### config.mk
export PLATFORM = sky130hd
export DESIGN_NAME = dmem_arbiter_flat
export DESIGN_NICKNAME = d
export VERILOG_FILES = /design/src/rtl/dmem_arbiter_pkg.sv /design/src/rtl/dmem_arbiter_if.sv /design/src/rtl/dmem_arbiter_age_counter.sv /design/src/rtl/dmem_arbiter.sv /design/src/flat_wrapper.sv
export SDC_FILE = /design/constraint.sdc
export NUM_CORES = 1
export LEC_CHECK = 0
export CORE_AREA = 2 2 116 118
export DETAILED_ROUTE_END_ITERATION = 10
export DIE_AREA = 0 0 118 120
export PLACE_DENSITY_LB_ADDON = 0.05
export SYNTH_ARGS = -nofsm -noshare
export SYNTH_HDL_FRONTEND = slang
export SYNTH_SLANG_ARGS = --single-unit
export TNS_END_PERCENT = 1
### constraint.sdc
create_clock -name clk -period 2.9 [get_ports clk]
set_input_delay 0.725 -clock clk [delete_from_list [all_inputs] [get_ports clk]]
set_output_delay 0.725 -clock clk [all_outputs]
set_load 0.05 [all_outputs]
### src/rtl/dmem_arbiter_pkg.sv
// dmem_arb_pkg: shared types, widths and range helper for the dmem arbiter
package dmem_arb_pkg;
  localparam int WORD = 32;
  localparam int AGE_W = 8;
  typedef enum logic [1:0] {RSP_NONE, RSP_C, RSP_D} rsp_state_e;
  function automatic logic addr_in_range(input logic [WORD-1:0] addr, input int power);
    return (addr >> power) == '0;
  endfunction
endpackage

### src/rtl/dmem_arbiter_if.sv
// dmem_arbiter_if: requester ports C/D plus the dmem bus
interface dmem_arbiter_if;
  import dmem_arb_pkg::*;
  logic c_req, c_we, c_gnt, c_rvalid, c_err;
  logic d_req, d_we, d_gnt, d_rvalid, d_err;
  logic [WORD-1:0] c_addr, c_wdata, c_rdata;
  logic [WORD-1:0] d_addr, d_wdata, d_rdata;
  logic mem_we;
  logic [WORD-1:0] mem_addr, mem_wdata, mem_rdata;
  modport slave (
    input c_req, c_we, c_addr, c_wdata, d_req, d_we, d_addr, d_wdata, mem_rdata,
    output c_gnt, c_rvalid, c_rdata, c_err, d_gnt, d_rvalid, d_rdata, d_err,
    output mem_we, mem_addr, mem_wdata
  );
  modport master (
    output c_req, c_we, c_addr, c_wdata, d_req, d_we, d_addr, d_wdata, mem_rdata,
    input c_gnt, c_rvalid, c_rdata, c_err, d_gnt, d_rvalid, d_rdata, d_err,
    input mem_we, mem_addr, mem_wdata
  );
endinterface

### src/rtl/dmem_arbiter_age_counter.sv
// arb_age_counter: saturating count of cycles port D has been blocked
module arb_age_counter
  import dmem_arb_pkg::*;
#(
  parameter int LIMIT = 4
) (
  input  logic             clk,
  input  logic             rst,
  input  logic             clr,
  input  logic             inc,
  output logic [AGE_W-1:0] cnt,
  output logic             starve
);
  logic [AGE_W-1:0] cnt_q, cnt_d;
  always_comb cnt_d = clr ? '0 : (inc && cnt_q != '1) ? cnt_q + 1'b1 : cnt_q;
  always_ff @(posedge clk) cnt_q <= rst ? '0 : cnt_d;
  assign cnt = cnt_q;
  assign starve = cnt_q >= AGE_W'(LIMIT);
endmodule

### src/rtl/dmem_arbiter.sv
// dmem_arbiter: fixed-priority C / aged D sharing of single-port dmem
// with one registered response per accepted transaction.
module dmem_arbiter
  import dmem_arb_pkg::*;
#(
  parameter int DMEM_POWER   = 18,
  parameter int STARVE_LIMIT = 4
) (
  input logic clk,
  input logic rst,
  dmem_arbiter_if.slave bus
);
  logic c_gnt, d_gnt, c_in, d_in, starve;
  logic [AGE_W-1:0] age_cnt;
  rsp_state_e state_q, state_d;
  logic [WORD-1:0] c_rdata_q, c_rdata_d, d_rdata_q, d_rdata_d;
  logic c_err_q, c_err_d, d_err_q, d_err_d;
  arb_age_counter #(.LIMIT(STARVE_LIMIT)) u_age (
    .clk(clk),
    .rst(rst),
    .clr(d_gnt || !bus.d_req),
    .inc(bus.d_req && !d_gnt),
    .cnt(age_cnt),
    .starve(starve)
  );
  always_comb begin
    c_in = addr_in_range(bus.c_addr, DMEM_POWER);
    d_in = addr_in_range(bus.d_addr, DMEM_POWER);
    d_gnt = !rst && bus.d_req && (starve || !bus.c_req);
    c_gnt = !rst && bus.c_req && !(bus.d_req && starve);
  end
  assign bus.c_gnt = c_gnt;
  assign bus.d_gnt = d_gnt;
  assign bus.mem_addr = d_gnt ? bus.d_addr : bus.c_addr;
  assign bus.mem_wdata = d_gnt ? bus.d_wdata : bus.c_wdata;
  assign bus.mem_we = d_gnt ? bus.d_we && d_in : c_gnt && bus.c_we && c_in;
  always_ff @(posedge clk) state_q <= rst ? RSP_NONE : state_d;
  always_comb state_d = c_gnt ? RSP_C : d_gnt ? RSP_D : RSP_NONE;
  // rst also masks rvalid so an in-flight response is dropped immediately
  always_comb begin
    bus.c_rvalid = state_q == RSP_C && !rst;
    bus.d_rvalid = state_q == RSP_D && !rst;
  end
  // writes leave rdata untouched; out-of-range reads return 0
  always_comb begin
    c_rdata_d = (c_gnt && !bus.c_we) ? (c_in ? bus.mem_rdata : '0) : c_rdata_q;
    d_rdata_d = (d_gnt && !bus.d_we) ? (d_in ? bus.mem_rdata : '0) : d_rdata_q;
    c_err_d = c_gnt ? !c_in : c_err_q;
    d_err_d = d_gnt ? !d_in : d_err_q;
  end
  always_ff @(posedge clk) begin
    c_rdata_q <= rst ? '0 : c_rdata_d;
    d_rdata_q <= rst ? '0 : d_rdata_d;
    c_err_q <= rst ? 1'b0 : c_err_d;
    d_err_q <= rst ? 1'b0 : d_err_d;
  end
  assign bus.c_rdata = c_rdata_q;
  assign bus.d_rdata = d_rdata_q;
  assign bus.c_err = c_err_q;
  assign bus.d_err = d_err_q;
endmodule

### src/flat_wrapper.sv
// flat-port wrapper written by rule: the top's interface ports become plain ports
module dmem_arbiter_flat import dmem_arb_pkg::*;
#(
  parameter int DMEM_POWER   = 18,
  parameter int STARVE_LIMIT = 4
)
  (clk, rst, bus_c_req, bus_c_we, bus_c_addr, bus_c_wdata, bus_d_req, bus_d_we, bus_d_addr, bus_d_wdata, bus_mem_rdata, bus_c_gnt, bus_c_rvalid, bus_c_rdata, bus_c_err, bus_d_gnt, bus_d_rvalid, bus_d_rdata, bus_d_err, bus_mem_we, bus_mem_addr, bus_mem_wdata);
  dmem_arbiter_if bus_i ();
  input logic clk;
  input logic rst;
  input wire logic [$bits(bus_i.c_req)-1:0] bus_c_req;
  input wire logic [$bits(bus_i.c_we)-1:0] bus_c_we;
  input wire logic [$bits(bus_i.c_addr)-1:0] bus_c_addr;
  input wire logic [$bits(bus_i.c_wdata)-1:0] bus_c_wdata;
  input wire logic [$bits(bus_i.d_req)-1:0] bus_d_req;
  input wire logic [$bits(bus_i.d_we)-1:0] bus_d_we;
  input wire logic [$bits(bus_i.d_addr)-1:0] bus_d_addr;
  input wire logic [$bits(bus_i.d_wdata)-1:0] bus_d_wdata;
  input wire logic [$bits(bus_i.mem_rdata)-1:0] bus_mem_rdata;
  output wire logic [$bits(bus_i.c_gnt)-1:0] bus_c_gnt;
  output wire logic [$bits(bus_i.c_rvalid)-1:0] bus_c_rvalid;
  output wire logic [$bits(bus_i.c_rdata)-1:0] bus_c_rdata;
  output wire logic [$bits(bus_i.c_err)-1:0] bus_c_err;
  output wire logic [$bits(bus_i.d_gnt)-1:0] bus_d_gnt;
  output wire logic [$bits(bus_i.d_rvalid)-1:0] bus_d_rvalid;
  output wire logic [$bits(bus_i.d_rdata)-1:0] bus_d_rdata;
  output wire logic [$bits(bus_i.d_err)-1:0] bus_d_err;
  output wire logic [$bits(bus_i.mem_we)-1:0] bus_mem_we;
  output wire logic [$bits(bus_i.mem_addr)-1:0] bus_mem_addr;
  output wire logic [$bits(bus_i.mem_wdata)-1:0] bus_mem_wdata;
  assign bus_i.c_req = bus_c_req;
  assign bus_i.c_we = bus_c_we;
  assign bus_i.c_addr = bus_c_addr;
  assign bus_i.c_wdata = bus_c_wdata;
  assign bus_i.d_req = bus_d_req;
  assign bus_i.d_we = bus_d_we;
  assign bus_i.d_addr = bus_d_addr;
  assign bus_i.d_wdata = bus_d_wdata;
  assign bus_i.mem_rdata = bus_mem_rdata;
  assign bus_c_gnt = bus_i.c_gnt;
  assign bus_c_rvalid = bus_i.c_rvalid;
  assign bus_c_rdata = bus_i.c_rdata;
  assign bus_c_err = bus_i.c_err;
  assign bus_d_gnt = bus_i.d_gnt;
  assign bus_d_rvalid = bus_i.d_rvalid;
  assign bus_d_rdata = bus_i.d_rdata;
  assign bus_d_err = bus_i.d_err;
  assign bus_mem_we = bus_i.mem_we;
  assign bus_mem_addr = bus_i.mem_addr;
  assign bus_mem_wdata = bus_i.mem_wdata;
  dmem_arbiter #(.DMEM_POWER(DMEM_POWER), .STARVE_LIMIT(STARVE_LIMIT)) u_core (.clk(clk), .rst(rst), .bus(bus_i));
endmodule
==> qor.txt <==
Final min period - 2900 ps
Final nets - 908
Drt wl/cell - 20.33 um
Starting Density - 28.81%
# Max-Cap Violations - 0
CP max FO - 2
CTS tree - done
Post-synth EDFFs - 0
HP Class - flop to flop
Post-synthesis async set-or-reset flop share - 0%
Inserted Clock Buffers - 9
Post-Syn Instances - 419
CORE AREA - 12,980 sq um
Seq pwr share - 35.0%
Detailed placer's ending HPWL - 13,920 um
Setup CP Type - input pin to output port
Vias in the first global route - 4,523
Crit path from - bus_d_addr[21]
Critical Path Start Type - input pin
Commonest non-fill, non-tap cell in the layout - clkdlybuf4s50_1
R2R setup slack - 1120 ps
RSZ-0062 raised after global routing - true
Combinational group share of total power - 31.9%
P per Cell Area - 390.8 nW/um^2
I/O Pins - 301
Share of the yosys chip area belonging to registers - 40.68%
Total grt overflow - 0
Reg2reg path depth - 7
Synthesized area - 3740 sq um
Least-Margin Pin Slew - 578.9 ps
Most frequent cells in the layout - 212 x clkdlybuf4s50_1, 76 x dfxtp_1, 65 x a21oi_1, 60 x mux2_2, 58 x buf_4
Leakage - 2.963 nW
Worst Path Arrival - 2170 ps
Psw - 0.0009164 W
Routed via count - 4,439
Worst setup path endpoint - bus_mem_we
RD Place Congestion - 0.9944
Clock root cell - clkbuf_16
Critical path data required time - 2170 ps
Internal power - 0.002110 W
Fmax - 0.3449 GHz
First-pass GRT wire length - 27,550 um
Initial antenna violation count - 1
FF+latch count, synth - 76
Simple logic cell fraction of the synthesized area - 17.97%
Hold buffers post-CTS - 0
Die Wd - 118 um
CTS sink cnt - 76
Post-Synth XOR/XNOR Area - 0%
R2R Path Start - u_core.u_age.cnt[5]$_SDFFE_PP0P_
Rel. slew slack - 61.28%
Predominant post-synthesis flop cell - dfxtp_1
Core Rows - 42
Largest net degree at the start of global routing - 40
Setup crit end kind - output port
Worst skew pair latency - 320 ps
Post-Synth Adder-Cell Area - 0.6691%
Final-report setup violation count - 0
Max-slew violation count - 0
Min Hold Slack - 449.3 ps
Clk slew on worst S/H paths - 50 ps
Post-synthesis compound-gate area fraction - 15.39%
Die height - 120 um
Bufs on Longest Clock Path - 2
Mean area per synthesized cell - 8.926 sq um
Via-per-instance ratio - 4.815
Yosys cell types - 36
Setup Skew - 4.687 ps
Outcome - complete, no violations
Final hold vios - 0
Drc violations - 0
GRT Util Overall - 25.19%
Layout area overhead - 107.1%
Final worst-path setup slack - 0.2804 ps
WL final - 18,750 um
Post-route ant nets - 0
Switching part of the total power - 30.28%
Count of input and output buffers - 300
Reg2reg end - u_core.bus.d_rdata[24]$_SDFFE_PP0P_
Pre-CTS WS - -226.4 ps
Main combinational cell family by area after synthesis - multiplexers
Final period util - 99.99%
Initial DRC Count - 256
Final core utilization - 59.66%
Power share of the clock group - 33.1%
Number of synthesis warnings - 0
Mux share of post-synthesis cell area - 19.54%
Peak supply drop - 0.2847 mV
Share of cells above drive strength 1 - 28.72%
Die area - 14,160 sq um
Max H-tree Level - 3
Pre-antenna DRT Iters - 4
timing repair:
item	4_1_cts	5_1_grt
pin swaps	2	8
setup buffers	4	0
gates resized for setup	18	62
gates cloned	2	2
setup endpoints to repair	65	58
cells in the mapped netlist, drive strengths merged (2+ instances only):
cell	n	share of area, %
mux2	64	19
buf	13	2.4
nor2	7	0.70
nor3	2	0.40
o21a	2	0.40
ha	2	0.67
nand2	32	3.2
dfxtp	76	41
nand3	33	4.4
a21oi	66	8.9
nand4	33	5.5
a211oi	2	0.54
o21ai	32	4.3
clkbuf	28	2.8
nor3b	2	0.40
inv	4	0.40
nor4	6	1.0
and4	2	0.47
nand2b	2	0.33
final cells by class:
type | instances | area (sq um)
clock buffers | 11 | 242.7
fillers | 1173 | 5236
diodes | 1 | 2.502
well taps | 176 | 220.2
multi-input cells | 302 | 2117
flip-flops and latches | 76 | 1521
clock inverters | 5 | 27.53
inverters | 4 | 15.01
repair buffers | 347 | 3597
cells by family after synthesis:
kind of cell | after synthesis
AO/OA/AOI/OAI | 106
adder cells (fa/ha/maj) | 2
buffers and inverters | 45
flip-flops | 76
multiplexers | 65
other | 1
AND/OR/NAND/NOR | 124
worst min-delay path by stage:
stage | cells past startpoint | endpoint | start | slack, ps
6_report | 2 | u_core.bus.d_rdata[20]$_SDFFE_PP0P_ | u_core.bus.d_rdata[20]$_SDFFE_PP0P_ | 450
5_1_grt | 2 | u_core.bus.d_rdata[12]$_SDFFE_PP0P_ | u_core.bus.d_rdata[12]$_SDFFE_PP0P_ | 470
4_1_cts | 2 | u_core.bus.d_rdata[3]$_SDFFE_PP0P_ | u_core.bus.d_rdata[3]$_SDFFE_PP0P_ | 450
3_5_place_dp | 2 | u_core.bus.d_rdata[3]$_SDFFE_PP0P_ | u_core.bus.d_rdata[3]$_SDFFE_PP0P_ | 440
3_3_place_gp | 2 | u_core.bus.d_rdata[26]$_SDFFE_PP0P_ | u_core.bus.d_rdata[26]$_SDFFE_PP0P_ | 440
2_1_floorplan | 2 | u_core.u_age.cnt[0]$_SDFFE_PP0P_ | u_core.u_age.cnt[0]$_SDFFE_PP0P_ | 490
sequential cells by signal, summed over array words and instances, names as in the netlist:
register and cells:
u_core.bus.c_err 1, u_core.bus.c_rdata 32, u_core.bus.d_err 1, u_core.bus.d_rdata 32, u_core.state_q 2, u_core.u_age.cnt 8
layer usage:
metal  vias up  global-route usage [%]  wire (um)
li1       2169                       -          -
met1      2066                   29.89       7398
met2       194                   43.31       9570
met3        10                   9.838       1577
met4         0                   5.045        201
met5         -                       0          0
worst max-delay path: stages:
cell	delay, ps
clkdlybuf4s50_1	430
nor4_2	300
and4_4	290
and3_4	180
a31o_4	110
buf_12	130
per-stage QoR:
step                area, sq um  total power [W]  std cells  TNS [ps]
floorplan                  3757         0.001523        423    -791.3
global placement           7036         0.001970        897     -9607
detailed placement         7036         0.001967        897    -12350
CTS                        7456         0.003015        919    -95.99
global route               7744         0.003141        922    -53.76
finish                     7744         0.003026        922         0
power by group through the flow:
| stage | sequential (W) | clock, W | combinational, W |
|---|---|---|---|
| final | 0.00106 | 0.00100 | 0.000965 |
| after detailed placement | 0.00108 | 0 | 0.000885 |
| after global placement | 0.00108 | 0 | 0.000889 |
| after CTS | 0.00106 | 0.00104 | 0.000921 |
| after global routing | 0.00106 | 0.00108 | 0.00100 |
| after floorplan | 0.00109 | 0 | 0.000435 |
Note: power is estimated with default switching activity, not from simulation.
